**src/rtl/dmem_arbiter.sv**
```systemverilog
// Data-memory arbiter: shares one single-port memory between the CPU MEM stage (port C)
// and a DMA/loader master (port D). Port C has priority; a wait counter forces D through
// after MAX_WAIT cycles of waiting. Memory commands are registered; read data is bypassed
// from mem_rdata during the rvalid cycle and held afterwards.
module dmem_arbiter #(
  parameter int unsigned AW       = 32,
  parameter int unsigned DEPTH    = 256,
  parameter int unsigned READ_LAT = 1,
  parameter int unsigned MAX_WAIT = 8
) (
  input  logic          clk,
  input  logic          reset,
  input  logic          c_req,
  input  logic          c_we,
  input  logic [AW-1:0] c_addr,
  input  logic [31:0]   c_wdata,
  output logic          c_gnt,
  output logic          c_rvalid,
  output logic [31:0]   c_rdata,
  output logic          c_err,
  output logic          cpu_stall,
  input  logic          d_req,
  input  logic          d_we,
  input  logic [AW-1:0] d_addr,
  input  logic [31:0]   d_wdata,
  output logic          d_gnt,
  output logic          d_rvalid,
  output logic [31:0]   d_rdata,
  output logic          d_err,
  output logic          mem_rd,
  output logic          mem_wr,
  output logic [AW-1:0] mem_addr,
  output logic [31:0]   mem_wdata,
  input  logic [31:0]   mem_rdata
);

  localparam int unsigned WW = AW - 2;
  localparam int unsigned CW = $clog2(MAX_WAIT + 1);
  localparam logic [WW-1:0] DepthIdx = WW'(DEPTH);
  localparam logic [CW-1:0] MaxWait  = CW'(MAX_WAIT);
  localparam logic [2:0]    ReadLat  = 3'(READ_LAT);

  typedef enum logic [1:0] {StIdle, StIssue, StWait} state_e;

  state_e          state_q, state_d;
  logic            owner_q, owner_d;  // 0 = port C, 1 = port D
  logic [2:0]      lat_cnt_q, lat_cnt_d;
  logic [CW-1:0]   wait_cnt_q, wait_cnt_d;
  logic            mem_rd_q, mem_rd_d, mem_wr_q, mem_wr_d;
  logic [AW-1:0]   mem_addr_q, mem_addr_d;
  logic [31:0]     mem_wdata_q, mem_wdata_d;
  logic            c_gnt_q, c_gnt_d, d_gnt_q, d_gnt_d;
  logic            c_err_q, c_err_d, d_err_q, d_err_d;
  logic            c_rvalid_q, c_rvalid_d, d_rvalid_q, d_rvalid_d;
  logic [31:0]     c_rdata_q, c_rdata_d, d_rdata_q, d_rdata_d;

  logic            sel_c, sel_d, req_we, req_oor;
  logic [AW-1:0]   req_addr;
  logic [31:0]     req_wdata;

  // Arbitration on the live requests; only acted upon in StIdle.
  always_comb begin
    sel_c = 1'b0;
    sel_d = 1'b0;
    if (d_req && (wait_cnt_q == MaxWait)) begin
      sel_d = 1'b1;
    end else if (c_req) begin
      sel_c = 1'b1;
    end else if (d_req) begin
      sel_d = 1'b1;
    end
    req_we    = sel_d ? d_we    : c_we;
    req_addr  = sel_d ? d_addr  : c_addr;
    req_wdata = sel_d ? d_wdata : c_wdata;
    req_oor   = (req_addr[AW-1:2] >= DepthIdx);
  end

  // Starvation counter for port D: saturates while D waits, clears on grant or idle.
  always_comb begin
    wait_cnt_d = wait_cnt_q;
    if (!d_req || d_gnt_q) begin
      wait_cnt_d = '0;
    end else if (wait_cnt_q != MaxWait) begin
      wait_cnt_d = wait_cnt_q + 1'b1;
    end
  end

  // FSM next state and registered command/handshake outputs.
  always_comb begin
    state_d     = state_q;
    owner_d     = owner_q;
    lat_cnt_d   = lat_cnt_q;
    mem_rd_d    = 1'b0;
    mem_wr_d    = 1'b0;
    mem_addr_d  = mem_addr_q;
    mem_wdata_d = mem_wdata_q;
    c_gnt_d     = 1'b0;
    d_gnt_d     = 1'b0;
    c_err_d     = 1'b0;
    d_err_d     = 1'b0;
    c_rvalid_d  = 1'b0;
    d_rvalid_d  = 1'b0;
    c_rdata_d   = c_rdata_q;
    d_rdata_d   = d_rdata_q;
    unique case (state_q)
      StIdle: begin
        if (sel_c || sel_d) begin
          owner_d     = sel_d;
          mem_addr_d  = req_addr;
          mem_wdata_d = req_wdata;
          mem_rd_d    = !req_we && !req_oor;
          mem_wr_d    = req_we && !req_oor;
          c_gnt_d     = sel_c;
          d_gnt_d     = sel_d;
          c_err_d     = sel_c && req_oor;
          d_err_d     = sel_d && req_oor;
          state_d     = StIssue;
        end
      end
      StIssue: begin
        // Only an in-range read raised mem_rd; writes and errors finish here.
        if (mem_rd_q) begin
          lat_cnt_d = ReadLat;
          state_d   = StWait;
          if (ReadLat == 3'd1) begin
            c_rvalid_d = !owner_q;
            d_rvalid_d = owner_q;
          end
        end else begin
          state_d = StIdle;
        end
      end
      StWait: begin
        lat_cnt_d = lat_cnt_q - 3'd1;
        // rvalid is registered, so raise it one cycle ahead of the final wait cycle.
        if (lat_cnt_q == 3'd2) begin
          c_rvalid_d = !owner_q;
          d_rvalid_d = owner_q;
        end
        if (lat_cnt_q == 3'd1) begin
          if (owner_q) begin
            d_rdata_d = mem_rdata;
          end else begin
            c_rdata_d = mem_rdata;
          end
          state_d = StIdle;
        end
      end
      default: state_d = StIdle;
    endcase
  end

  // State and output registers; async reset drops any in-flight access.
  always_ff @(posedge clk or negedge reset) begin
    if (!reset) begin
      state_q     <= StIdle;
      owner_q     <= 1'b0;
      lat_cnt_q   <= '0;
      wait_cnt_q  <= '0;
      mem_rd_q    <= 1'b0;
      mem_wr_q    <= 1'b0;
      mem_addr_q  <= '0;
      mem_wdata_q <= '0;
      c_gnt_q     <= 1'b0;
      d_gnt_q     <= 1'b0;
      c_err_q     <= 1'b0;
      d_err_q     <= 1'b0;
      c_rvalid_q  <= 1'b0;
      d_rvalid_q  <= 1'b0;
      c_rdata_q   <= '0;
      d_rdata_q   <= '0;
    end else begin
      state_q     <= state_d;
      owner_q     <= owner_d;
      lat_cnt_q   <= lat_cnt_d;
      wait_cnt_q  <= wait_cnt_d;
      mem_rd_q    <= mem_rd_d;
      mem_wr_q    <= mem_wr_d;
      mem_addr_q  <= mem_addr_d;
      mem_wdata_q <= mem_wdata_d;
      c_gnt_q     <= c_gnt_d;
      d_gnt_q     <= d_gnt_d;
      c_err_q     <= c_err_d;
      d_err_q     <= d_err_d;
      c_rvalid_q  <= c_rvalid_d;
      d_rvalid_q  <= d_rvalid_d;
      c_rdata_q   <= c_rdata_d;
      d_rdata_q   <= d_rdata_d;
    end
  end

  assign mem_rd    = mem_rd_q;
  assign mem_wr    = mem_wr_q;
  assign mem_addr  = mem_addr_q;
  assign mem_wdata = mem_wdata_q;
  assign c_gnt     = c_gnt_q;
  assign d_gnt     = d_gnt_q;
  assign c_err     = c_err_q;
  assign d_err     = d_err_q;
  assign c_rvalid  = c_rvalid_q;
  assign d_rvalid  = d_rvalid_q;
  // Memory data is only valid during the rvalid cycle, so pass it straight through then.
  assign c_rdata   = c_rvalid_q ? mem_rdata : c_rdata_q;
  assign d_rdata   = d_rvalid_q ? mem_rdata : d_rdata_q;
  assign cpu_stall = c_req & ~((c_gnt_q & c_we) | c_rvalid_q | c_err_q);

endmodule
```
**config.mk**
```make
export PLATFORM = sky130hd
export DESIGN_NAME = dmem_arbiter
export DESIGN_NICKNAME = d
export VERILOG_FILES = /design/src/rtl/dmem_arbiter.sv
export SDC_FILE = /design/constraint.sdc
export NUM_CORES = 1
export LEC_CHECK = 0
export CAP_MARGIN = 20
export CORE_ASPECT_RATIO = 1.5
export CORE_UTILIZATION = 25
export DETAILED_ROUTE_END_ITERATION = 10
export GPL_ROUTABILITY_DRIVEN = 0
export PLACE_DENSITY_LB_ADDON = 0.3
export SYNTH_ARGS = -nofsm -noshare
export SYNTH_HDL_FRONTEND = slang
export SYNTH_SLANG_ARGS = --single-unit
```
**constraint.sdc**
```tcl
create_clock -name clk -period 1.8 [get_ports clk]
set_input_delay 0.18 -clock clk [delete_from_list [all_inputs] [get_ports clk]]
set_output_delay 0.18 -clock clk [all_outputs]
set_load 0.005 [all_outputs]
```
==> results of run 1 <==
-- repair_timing --
action                     CTS  global route
gates cloned                 6             0
hold buffers                 1             0
setup endpoints to repair   74            70
pin swaps                    3             2
buffers inserted            20             6
gates resized for setup    284            47
hold endpoints to repair    33             0
-- cells in the mapped netlist, types with 4 or more instances --
cell | number | area share
buf_6 | 7 | 0.011
mux2_2 | 127 | 0.20
nor2_1 | 8 | 0.0042
inv_1 | 11 | 0.0058
nand2_1 | 72 | 0.038
clkbuf_1 | 23 | 0.012
o21ai_0 | 69 | 0.049
dfrtp_1 | 146 | 0.51
o21a_1 | 4 | 0.0042
mux2i_1 | 67 | 0.094
buf_2 | 4 | 0.0028
ha_1 | 8 | 0.014
nor4_1 | 6 | 0.0053
-- critical path: stages, from the launching register on --
cell     delay, ns
dfrtp_2       0.43
buf_6         0.15
buf_16        0.13
buf_6         0.11
mux2_4        0.29
buf_6         0.12
-- flip-flops by register name, indices dropped and copies added (netlist names), 2 cells and up --
signal	flops
mem_wdata	32
mem_addr	32
d_rdata_q	32
state_q	2
lat_cnt_q	3
c_rdata_q	32
wait_cnt_q	4
-- layer usage --
layer,routed length (um),vias up
met5,0,-
met4,372,0
met3,1350,24
met2,11700,216
met1,8220,2706
li1,-,2790
-- area by class of cell --
cell class | instances | area (um2)
fill | 2684 | 16200
sequential | 146 | 3660
timing repair buffer | 369 | 3590
multi-input combinational | 396 | 3360
clock buffer | 23 | 488
tap | 346 | 433
clock inverter | 9 | 174
inverter | 11 | 41.3
-- cell families after synthesis --
group / Yosys count / share of synthesized area
AO/OA/AOI/OAI: 81 / 0.0611
XOR/XNOR: 3 / 0.00370
adder cells (fa/ha/maj): 8 / 0.0141
buffers and inverters: 50 / 0.0356
flip-flops: 146 / 0.514
multiplexers: 197 / 0.303
AND/OR/NAND/NOR: 107 / 0.0684
-- power groups by stage --
stage,Clock (mW),Combinational (mW),Sequential (mW)
2_1_floorplan,0,1.22,4.65
6_report,3.97,4.01,4.60
5_1_grt,4.26,4.41,4.72
4_1_cts,4.14,4.04,4.61
3_5_place_dp,0,4.07,4.62
3_3_place_gp,0,4.06,4.59
-- worst max path at each step --
stage | from | endpoint | slack [ns] | depth (start not counted)
final | c_rvalid | c_rdata[1] | -0.03 | 5
after global routing | c_rvalid | c_rdata[1] | -0.09 | 5
after CTS | d_rvalid | d_rdata[2] | -0.17 | 6
after detailed placement | c_addr[25] | mem_rd | -0.36 | 5
after global placement | c_addr[25] | mem_wr | -0.34 | 5
after floorplan | wait_cnt_q[0] | mem_wr | 0.009 | 8
==> out/metrics.cfg, run 1 <==
[sta]
max_freq_mhz=545
worst_slew_pin_slew_ns=0.407
rsz0062_at_grt=yes
holdWs_ns=0.242
min_period_ns=1.83
relSlewSlack=0.729
finalHoldViolCount=0
finalMaxSlewViolations=0
finClkSkew_ns=0.00771
setup_violations=7
setup_ws_ns=-0.0340
setup_tns_ns=-0.196
post-route-period-util=1.02

[yosys]
syn_area_um2=7100
async_reset_ff_frac=1.00
synth_nets=766
ys_seq_elements=146
seq_area_frac_synth=0.514
avgSynthCellArea_um2=12.0
synth_warnings=0
synthCells=592
synth_ff_type=dfrtp_1
yosys.cell_types.count=40
synth_edf_count=0

[global_route]
overflow=0
grtUsageMet3=0.0465
antenna_found_initial=0
grt_first_pass_wirelength_um=34200
grt_usage=0.156
use_met2=0.294
top_usage_layer=met2
grt_pass1_vias=6187
gr-usage-met1=0.162
grt_max_degree=47

[critical_path]
r2r_cells=7
r2r-start=wait_cnt_q[0]
crit_fanout=4
worst-endpoint-arrival_ns=1.65
criticalPathCategory=flip-flop to output port
cp-start-kind=flip-flop
reg2reg_to=c_err
rrSetupSlack_ns=0.04
crit_path_end_kind=output port
critPathRequiredTime_ns=1.62

[power]
p_int_mw=9.14
p_per_area_nw_per_um2=1070
pwr-share-seq=0.365
ir_drop_v=0.000630
comb_power_share=0.319
p_total_mw=12.6
switching_share=0.274
switchingPower_mw=3.44
power_leakage_nw=4.99
p_clk_frac=0.316

[final_layout]
layout.cells.non_filler=1300
n_antenna_cell=0
stdcell_area_um2=11700
fin_nets=1115
drive_above_1_share=0.322
final_cell_mix=234 x clkdlybuf4s50_1, 144 x dfrtp_1, 109 x mux2_2
mostFrequentLayoutCell=clkdlybuf4s50_1
utilization=0.420
syn_to_final_growth_pct=65.4

[route]
drc=0
drt-total-wl_um=21600
dr.pass1.iters=3
drt_iter0_drc=113
num_vias=5736
wire_per_inst_um=16.6
ant_nets=0
vias_per_cell=4.41

[placement]
dp_cells=1243
io_buffers=302
dp_hpwl_um=15400
pre_cts_slack_ns=-0.360
place_area_um2=10800

[cts]
clk_pin_slew_ns=0.06
cts_tree=done
clock_path_buffers=2
cts_sinks=146
cts_root_buf=clkbuf_16
htree_levels=4
clkLatencyLatePin_ns=0.43
numCtsBuffers=17

[hold_path]
hp-class=input pin to asynchronous set/reset pin

[status]
failed_checks=negative setup slack
outcome=finished, violations left

[floorplanning]
die_y_um=208
core-area_um2=28000
initial_core_util=0.254
io_pins=303
dieArea_um2=29100
die_w_um=140
std_cell_rows=75

[job]
max_cap_viol_count=0

No activity file was read; power rests on OpenSTA's default activity.
==> inputs of run 2 (changes only) <==
==> constraint.sdc (replaced) <==
create_clock -name clk -period 2 [get_ports clk]
set_input_delay 0.2 -clock clk [delete_from_list [all_inputs] [get_ports clk]]
set_output_delay 0.2 -clock clk [all_outputs]
set_load 0.005 [all_outputs]
==> run 2 against run 1 <==
The flow now finishes without violations. Sequential cell count unchanged. Clock power shrank 14%. Combinational power is 14% lower. Clock skew up 0.0016 ns. Critical path depth fell by 1.
==> out/metrics.cfg, run 2 (same netlist as run 1, synthesis figures left out) <==
[cts]
numCtsBuffers=17
cts_tree=done
cts_root_buf=clkbuf_16
htree_levels=4
clk_pin_slew_ns=0.06
clock_path_buffers=2
cts_sinks=146
clkLatencyLatePin_ns=0.43

[sta]
setup_ws_ns=0.0544
finalMaxSlewViolations=0
post-route-period-util=0.973
setup_violations=0
max_freq_mhz=514
worst_slew_pin_slew_ns=0.545
relSlewSlack=0.637
min_period_ns=1.95
rsz0062_at_grt=yes
finClkSkew_ns=0.00934
finalHoldViolCount=0

[final_layout]
final_cell_mix=237 x clkdlybuf4s50_1, 144 x dfrtp_1, 126 x mux2_2
nFillCells=2728
drive_above_1_share=0.231
fin_nets=1095
syn_to_final_growth_pct=61.9
n_antenna_cell=0
stdcell_area_um2=11500
mostFrequentLayoutCell=clkdlybuf4s50_1
utilization=0.411

[floorplanning]
die_w_um=140
core-area_um2=28000
std_cell_rows=75
initial_core_util=0.254
io_pins=303
die_y_um=208
dieArea_um2=29100

[global_route]
grt_pass1_vias=5873
grt_usage=0.149
grt_max_degree=51
overflow=0
grt_first_pass_wirelength_um=33100
antenna_found_initial=0

[critical_path]
criticalPathCategory=flip-flop to output port
cp_num_buf_inv=3
critPathRequiredTime_ns=1.80
crit_path_end_kind=output port
crit_family=buffers and inverters
cpPeakStageDelay_ns=0.42
critPathSlowestCell=dfrtp_2
crit_fanout=12
crit_chain=buf_6 > clkbuf_16 > mux2_2 > dlygate4sd2_1
cp-start-kind=flip-flop
worst-endpoint-arrival_ns=1.75

[route]
ant_nets=0
wire_per_inst_um=16.4
vias_per_cell=4.36
drt-total-wl_um=21000
drt_iter0_drc=123
dr.pass1.iters=4
drc=0
num_vias=5581

[job]
max_cap_viol_count=0

[power]
ir_drop_v=0.000549
p_per_area_nw_per_um2=956
p_total_mw=11.0
power_leakage_nw=4.88

[placement]
place_area_um2=10700
io_buffers=302
pre_cts_slack_ns=-0.204
dp_hpwl_um=15200

[status]
outcome=complete, no violations

[hold_path]
hp-class=input pin to asynchronous set/reset pin

[run 2: power breakdown]
part / internal, mW / switching, mW / leakage (nW)
combinational: 2.05 / 1.41 / 2.81
sequential: 3.71 / 0.413 / 1.76
clock: 2.12 / 1.29 / 0.307
total: 7.88 / 3.11 / 4.88
[run 2: cell type report]
type | count | area [um2] | area share
inverter | 11 | 41.3 | 0.00359
multi-input combinational | 397 | 3230 | 0.281
timing repair buffer | 348 | 3510 | 0.305
clock inverter | 13 | 183 | 0.0159
sequential | 146 | 3660 | 0.318
tap | 346 | 433 | 0.0376
clock buffer | 19 | 443 | 0.0385
[run 2: what timing repair did]
item,CTS,global route
gates cloned,1,2
setup buffers,0,13
endpoints found under the setup margin,65,18
hold buffers,1,0
endpoints found under the hold margin,46,0
resized for setup,56,18
pin swaps,0,1
[run 2: through the flow]
stage               std cells  hold WS (ns)  setup TNS, ns
global placement         1231         0.211         -0.397
floorplan                 592       -0.0956              0
detailed placement       1231         0.221         -0.710
global route             1280         0.342        -0.0168
CTS                      1265         0.320          -1.23
finish                   1280         0.308              0
[run 2: final timing paths]
| check | slack [ns] | cells after the start | end | start |
|---|---|---|---|---|
| worst max-delay path | 0.05 | 4 | c_rdata[16] | c_rvalid |
| worst min-delay path | 0.31 | 2 | c_rdata_q[10] | reset |
| worst max register to register | 0.12 | 7 | mem_wdata[6] | wait_cnt_q[0] |
| worst min register to register | 0.48 | 2 | mem_wdata[12] | mem_wdata[12] |
| max in group asynchronous | 1.05 | 3 | c_rdata_q[19] | reset |
| min in group clk | 0.39 | 3 | mem_addr[2] | c_addr[2] |
[run 2: metal layers]
layer	GRT usage	vias to the layer above	wire length [um]
met5	0	-	0
met4	0.0459	0	268
met3	0.0444	12	1290
met2	0.273	211	11100
met1	0.163	2613	8340
li1	-	2745	-
